<file path="src/rtl/sweep_pkg.sv">
// Shared types and helpers for the sweep mask controller.
package sweep_pkg;

  localparam int DUTY_FRAC_W_DEF = 16;
  localparam int MIN_DIV_DEF     = 4;

  typedef enum logic [1:0] {
    ST_IDLE = 2'd0,
    ST_LOAD = 2'd1,
    ST_RUN  = 2'd2,
    ST_DONE = 2'd3
  } state_e;

  localparam logic DIR_UP   = 1'b1;
  localparam logic DIR_DOWN = 1'b0;

  // One saturated step from cur toward tgt; never overshoots, never wraps.
  function automatic logic [31:0] step_toward(input logic [31:0] cur,
                                              input logic [31:0] tgt,
                                              input logic [31:0] stp);
    logic [32:0] sum;
    logic        dir;
    dir = (tgt >= cur) ? DIR_UP : DIR_DOWN;
    sum = {1'b0, cur} + {1'b0, stp};
    if (dir == DIR_UP)
      step_toward = (sum > {1'b0, tgt}) ? tgt : sum[31:0];
    else
      step_toward = ((cur - tgt) <= stp) ? tgt : (cur - stp);
  endfunction

endpackage

</file>
<file path="src/rtl/sweep_duty_mul.sv">
// Two-stage duty multiplier: (div * frac) >> FRAC_W, with a minimum of 1
// whenever the fraction is non-zero. Result holds until the next launch.
module sweep_duty_mul #(
  parameter int FRAC_W = 16
) (
  input  logic              clk,
  input  logic              rst_n,
  input  logic              i_vld,
  input  logic [31:0]       i_div,
  input  logic [FRAC_W-1:0] i_frac,
  output logic              o_vld,
  output logic [31:0]       o_duty
);
  localparam int PW = 32 + FRAC_W;

  logic [PW-1:0] r_prod;
  logic          r_frac_nz;
  logic [2:1]    r_vld_pipe;
  logic [31:0]   r_duty;
  logic [31:0]   w_shift;

  assign w_shift = r_prod[PW-1:FRAC_W];
  assign o_vld   = r_vld_pipe[2];
  assign o_duty  = r_duty;

  // Stage 1: full-width product, captured only on launch.
  always_ff @(posedge clk or negedge rst_n) begin
    if (!rst_n) begin
      r_prod    <= '0;
      r_frac_nz <= 1'b0;
    end else if (i_vld) begin
      r_prod    <= PW'(i_div) * PW'(i_frac);
      r_frac_nz <= |i_frac;
    end
  end

  // Valid shift register tracking the launch through both stages.
  always_ff @(posedge clk or negedge rst_n) begin
    if (!rst_n) r_vld_pipe <= '0;
    else        r_vld_pipe <= {r_vld_pipe[1], i_vld};
  end

  // Stage 2: shift and min-1 clamp so a tiny non-zero fraction still pulses.
  always_ff @(posedge clk or negedge rst_n) begin
    if (!rst_n)             r_duty <= '0;
    else if (r_vld_pipe[1]) r_duty <= (r_frac_nz && (w_shift == 32'd0)) ? 32'd1 : w_shift;
  end

endmodule

</file>
<file path="src/rtl/sweep_mask_ctrl.sv">
// Sweep mask controller: steps the mask period from start to stop, holding
// each value for 'dwell' periods, with duty tracking the period.
// Optional build macro SWEEP_BOUNCE_EN: in loop mode, reverse at each
// endpoint (triangle sweep) instead of reloading the start value.
module sweep_mask_ctrl
  import sweep_pkg::*;
#(
  parameter int DUTY_FRAC_W = DUTY_FRAC_W_DEF,
  parameter int MIN_DIV     = MIN_DIV_DEF
) (
  input  logic                   clk,
  input  logic                   reset,
  input  logic                   enable,
  input  logic [31:0]            start_div,
  input  logic [31:0]            stop_div,
  input  logic [31:0]            step,
  input  logic [15:0]            dwell,
  input  logic [DUTY_FRAC_W-1:0] duty_frac,
  input  logic                   loop_mode,
  output logic [31:0]            divider,
  output logic [31:0]            duty,
  output logic                   period_tick,
  output logic                   sweep_done,
  output logic                   cfg_err
);
  localparam logic [31:0] MIN_DIV_L = 32'(MIN_DIV);

  state_e                 r_state;
  logic                   r_en_d, r_loop, r_cfg_err;
  logic [31:0]            r_from, r_to, r_step, r_div, r_duty, r_cnt;
  logic [15:0]            r_dwell, r_dwell_cnt;
  logic [DUTY_FRAC_W-1:0] r_frac;

  logic                   w_rise, w_cfg_bad, w_tick, w_dwell_last, w_at_end;
  logic [31:0]            w_start_c, w_stop_c, w_next_div;
  logic [15:0]            w_dwell_eff;
  logic                   w_mul_go, w_mul_vld;
  logic [31:0]            w_mul_a, w_mul_duty;
  logic [DUTY_FRAC_W-1:0] w_mul_frac;

  assign w_rise       = enable & ~r_en_d;
  assign w_cfg_bad    = (start_div == 32'd0) || (stop_div == 32'd0);
  assign w_start_c    = (start_div < MIN_DIV_L) ? MIN_DIV_L : start_div;
  assign w_stop_c     = (stop_div  < MIN_DIV_L) ? MIN_DIV_L : stop_div;
  assign w_tick       = (r_state == ST_RUN) && (r_cnt == r_div - 32'd1);
  assign w_dwell_eff  = (r_dwell == 16'd0) ? 16'd1 : r_dwell;
  assign w_dwell_last = (r_dwell_cnt == w_dwell_eff - 16'd1);
  // Saturation lands exactly on the target, so equality marks the endpoint.
  assign w_at_end     = (r_step != 32'd0) && (r_div == r_to);

  // Next divider: saturated step, or wrap/reverse at the endpoint.
  always_comb begin
    w_next_div = r_div;
    if (r_step != 32'd0) begin
      if (!w_at_end) w_next_div = step_toward(r_div, r_to, r_step);
      else begin
`ifdef SWEEP_BOUNCE_EN
        w_next_div = step_toward(r_div, r_from, r_step);
`else
        w_next_div = r_from;
`endif
      end
    end
  end

  // The first duty is launched from the raw inputs on the enable edge; in RUN
  // the next value's duty is launched at count 0, settling well before the
  // swap since every period is at least MIN_DIV cycles.
  assign w_mul_go   = ((r_state == ST_IDLE) && w_rise && !w_cfg_bad) ||
                      ((r_state == ST_RUN) && enable && (r_cnt == 32'd0));
  assign w_mul_a    = (r_state == ST_IDLE) ? w_start_c : w_next_div;
  assign w_mul_frac = (r_state == ST_IDLE) ? duty_frac : r_frac;

  sweep_duty_mul #(.FRAC_W(DUTY_FRAC_W)) u_mul (
    .clk    (clk),
    .rst_n  (reset),
    .i_vld  (w_mul_go),
    .i_div  (w_mul_a),
    .i_frac (w_mul_frac),
    .o_vld  (w_mul_vld),
    .o_duty (w_mul_duty)
  );

  // Main FSM with period and dwell counters; enable low always wins.
  always_ff @(posedge clk or negedge reset) begin
    if (!reset) begin
      r_state <= ST_IDLE;  r_en_d <= 1'b0;  r_cfg_err <= 1'b0;  r_loop <= 1'b0;
      r_from <= '0;  r_to <= '0;  r_step <= '0;  r_dwell <= '0;  r_frac <= '0;
      r_div <= '0;  r_duty <= '0;  r_cnt <= '0;  r_dwell_cnt <= '0;
    end else begin
      r_en_d <= enable;
      if (!enable) begin
        r_state <= ST_IDLE;  r_cfg_err <= 1'b0;
        r_div <= '0;  r_duty <= '0;  r_cnt <= '0;  r_dwell_cnt <= '0;
      end else begin
        case (r_state)
          ST_IDLE: if (w_rise) begin
            if (w_cfg_bad) r_cfg_err <= 1'b1;
            else begin
              r_from <= w_start_c;  r_to <= w_stop_c;  r_step <= step;
              r_dwell <= dwell;  r_frac <= duty_frac;  r_loop <= loop_mode;
              r_state <= ST_LOAD;
            end
          end
          ST_LOAD: if (w_mul_vld) begin
            r_state <= ST_RUN;  r_div <= r_from;  r_duty <= w_mul_duty;
            r_cnt <= '0;  r_dwell_cnt <= '0;
          end
          ST_RUN: if (w_tick) begin
            r_cnt <= '0;
            if (w_dwell_last) begin
              r_dwell_cnt <= '0;
              if (w_at_end && !r_loop) r_state <= ST_DONE;
              else begin
                r_div  <= w_next_div;
                r_duty <= w_mul_duty;
`ifdef SWEEP_BOUNCE_EN
                if (w_at_end) begin
                  r_from <= r_to;
                  r_to   <= r_from;
                end
`endif
              end
            end else r_dwell_cnt <= r_dwell_cnt + 16'd1;
          end else r_cnt <= r_cnt + 32'd1;
          ST_DONE: ;
          default: r_state <= ST_IDLE;
        endcase
      end
    end
  end

  assign divider     = r_div;
  assign duty        = r_duty;
  assign period_tick = w_tick;
  assign sweep_done  = (r_state == ST_DONE);
  assign cfg_err     = r_cfg_err;

endmodule

</file>
<file path="config.mk">
export PLATFORM = sky130hd
export DESIGN_NAME = sweep_mask_ctrl
export DESIGN_NICKNAME = d
export VERILOG_FILES = /design/src/rtl/sweep_pkg.sv /design/src/rtl/sweep_duty_mul.sv /design/src/rtl/sweep_mask_ctrl.sv
export SDC_FILE = /design/constraint.sdc
export NUM_CORES = 2
export LEC_CHECK = 0
export CAP_MARGIN = 25
export CORE_MARGIN = 1
export CORE_UTILIZATION = 40
export CTS_CLUSTER_SIZE = 12
export DETAILED_ROUTE_END_ITERATION = 8
export DONT_BUFFER_PORTS = 1
export GPL_TIMING_DRIVEN = 0
export PLACE_DENSITY = 0.62
export SKIP_CTS_REPAIR_TIMING = 1
export SLEW_MARGIN = 15
export SYNTH_ARGS = -nofsm -noshare
export SYNTH_HDL_FRONTEND = slang
export SYNTH_HIERARCHICAL = 1
export SYNTH_SLANG_ARGS = --single-unit
</file>
<file path="constraint.sdc">
create_clock -name clk -period 15.65 [get_ports clk]
set_clock_uncertainty 0.1 [all_clocks]
set_input_delay 0.7825 -clock clk [delete_from_list [all_inputs] [get_ports clk]]
set_output_delay 0.7825 -clock clk [all_outputs]
set_load 0.02 [all_outputs]
</file>
==> impl_metrics.csv <==
group,metric,value,unit
clocking,cts_htree_levels,2,
die,start_util,40.4,%
timing,setup-violations-final,0,
yosys,synth_compound_area_share,14.6,%
run_status,violations,"slew limit",
layout,nets,5506,
die,pin_count,199,
setup_path,critPathArrivalTime,15.72,ns
layout,final_cell_mix,"807 x nand2_1, 595 x inv_1, 420 x fa_1",
yosys,synthesis.nets,5449,
drt,wl_per_cell,25.3,um
layout,layout_commonest_cell,"nand2_1",
timing,hold_viol_final,0,
setup_path,crit_type,"register to register",
flow_run,max_cap_violations,0,
timing,max_slew_margin,-27.3,%
timing,tns,0,ns
yosys,synth_ff_type,"dfrtp_1",
yosys,synthSimpleGateAreaFrac,20.1,%
yosys,synthMuxAreaShare,2.08,%
drt,drcViolationCount,0,
clocking,clk_latency,0.62,ns
setup_path,critPathLaunchType,"register",
timing,drv_slew,312,
place,numPortBuffers,0,
timing,fin_crit_sh,97.9,%
clocking,path_clk_slew,0.06,ns
die,core-area,96700,um^2
global_routing,antenna_found_initial,10,
global_routing,grt_first_pass_wirelength,227000,um
drt,wirelength,151000,um
clocking,cts_made_buffers,40,
layout,fillers,9756,
die,die_area,98800,um^2
drt,vias,34600,
drt,drtIter0Drc,3455,
global_routing,grt_usage,30.9,%
clocking,clock-sinks,312,
timing,grt_setup_unrepaired,"false",
drt,viasPerCell,5.79,
yosys,ys_types,114,
die,die_h,314,um
setup_path,crit_required,16.04,ns
yosys,synth_fa_ha_area_share,30.7,%
run_status,outcome,"complete, but fails checks",
setup_path,path_max_fanout,10,
yosys,synth_edf_count,0,
place,gp_congestion,1.01,
setup_path,end_kind,"register",
place,dp_hpwl,122000,um
die,rows,114,
global_routing,grt_pass1_vias,34800,
layout,drive_gt1_share,5.92,%
clocking,clockBufferDepth,3,
timing,min_period,15.32,ns
setup_path,critical_path.slowest_cell,"dfrtp_1",
setup_path,crit_top_cell,"fa_1",
yosys,netlist_instances,4611,
clocking,cts_tree,"yes",
timing,fmax,65.3,MHz
setup_path,cp_slowest_stage_delay,1.02,ns
clocking,cts_root_buffer,"clkbuf_16",
timing,worst_pin_slew,1.91,ns
yosys,ys_ff_latch,312,
drt,ant_nets,0,
worst_hold_path,hold_class,"input pin to register",
die,fp.dieW,314,um
yosys,yosysSeqAreaShare,20.0,%
drt,drt-pass1-iter-count,7,
yosys,synth_xor_area_share,4.29,%
global_routing,globalRouteOverflowTotal,0,
yosys,ys_warn_count,6,
yosys,syn-cell-area,39000,um^2
layout,syn_to_final_growth,8.25,%
yosys,synth_top_family_by_area,"adder cells",
yosys,synthArstFlopShare,100,%
yosys,avgSynthCellArea,8.46,um^2
global_routing,grt_max_degree,313,
==> area by class of cell <==
class / count / area (um^2) / area share [%]
Timing Repair Buffer: 17 / 141 / 0.335
Tap cell: 1276 / 1600 / 3.78
Clock buffer: 54 / 1140 / 2.71
Antenna cell: 8 / 20.0 / 0.0474
Multi-Input combinational cell: 3475 / 28100 / 66.6
Inverter: 597 / 2240 / 5.30
Buffer: 225 / 966 / 2.29
Clock inverter: 15 / 188 / 0.444
Sequential cell: 312 / 7810 / 18.5
==> registers in the layout (all words and copies together), names as in the netlist, 16 cells and up <==
register / count
divider: 32
duty: 32
r_cnt: 32
r_dwell: 16
r_dwell_cnt: 16
r_frac: 16
r_from: 32
r_step: 32
r_to: 32
u_mul/o_duty: 32
u_mul/r_prod: 32
==> worst max-delay path, delay by kind of cell (launching register included) <==
kind                       cells  cell delay [ns]
xor gates and xnor gates       2             0.20
AOI/OAI and AO/OA             16             4.88
and+or+nand+nor                9             2.99
DFF                            1             1.02
muxes                          1             0.27
adders and majority gates      9             4.40
buffers and inverters          6             1.29
==> metal layers <==
| metal | global-route usage [%] | part of all wire (%) |
|---|---|---|
| met1 | 40.6 | 40 |
| met4 | 14.4 | 5.6 |
| met2 | 47.7 | 44 |
| met3 | 7.60 | 11 |
| met5 | 0 | 0.065 |
==> synthesized netlist by cell type, types with 9 or more instances <==
cell,count,area [um^2]
nand2_1,807,3030
inv_1,595,2230
fa_1,420,8410
dfrtp_1,312,7810
ha_1,286,3580
and2_1,219,1370
o21ai_0,214,1070
nor2_1,203,762
clkbuf_1,193,724
a21oi_1,188,941
xnor2_1,128,1120
nand3_1,72,360
mux2_2,65,732
xor2_1,63,552
nor4_1,57,357
a21o_1,54,405
nor3_1,54,270
nand4_1,49,307
o21ai_1,45,225
o31ai_1,33,248
a211oi_1,31,233
and3_1,31,194
nor2b_1,31,194
o21a_1,24,180
a31oi_1,23,144
o211ai_1,22,165
nand2b_1,21,131
o221ai_1,20,175
o21bai_1,19,143
a221oi_1,18,158
or3_1,17,106
buf_2,15,75.1
or4_1,14,105
nor3b_1,12,90.1
o22ai_1,12,75.1
a2111oi_0,10,87.6
a211o_1,10,87.6
a21boi_0,10,75.1
a22oi_1,9,67.6
==> final timing paths <==
kind	startpoint	end	slack (ns)	cells after the start
setup reg to reg	divider[17]	u_mul/r_prod[45]	0.33	43
max in group asynchronous	reset	divider[14]	13.68	1
hold / removal	enable	r_en_d	0.11	0
min in group asynchronous	reset	r_step[0]	0.18	1
hold reg to reg	u_mul/r_vld_pipe[1]	u_mul/r_vld_pipe[2]	0.29	0
setup / recovery	divider[17]	u_mul/r_prod[45]	0.33	43
==> per-stage QoR <==
step / hold slack (ns) / setup WS, ns / area, um^2 / cells / utilization, %
6_report: 0.111 / 0.329 / 42200 / 5979 / 43.7
3_5_place_dp: 0.274 / -0.725 / 40800 / 5900 / 42.1
5_1_grt: 0.0860 / 0.0342 / 42200 / 5975 / 43.7
3_3_place_gp: 0.257 / -1.75 / 40600 / 5887 / 42.0
2_1_floorplan: 0.252 / 4.09 / 39000 / 4611 / -
4_1_cts: -0.251 / -0.732 / 42100 / 5969 / 43.5
==> logic make-up after synthesis <==
logic type	after synthesis
AOI/OAI and AO/OA	858
xor gates and xnor gates	191
adders and majority gates	706
buffers and inverters	824
DFF	312
muxes	73
and+or+nand+nor	1647
Power is not shown: default switching activity piles up to over one toggle a cycle in this logic, so the estimate is an artifact.
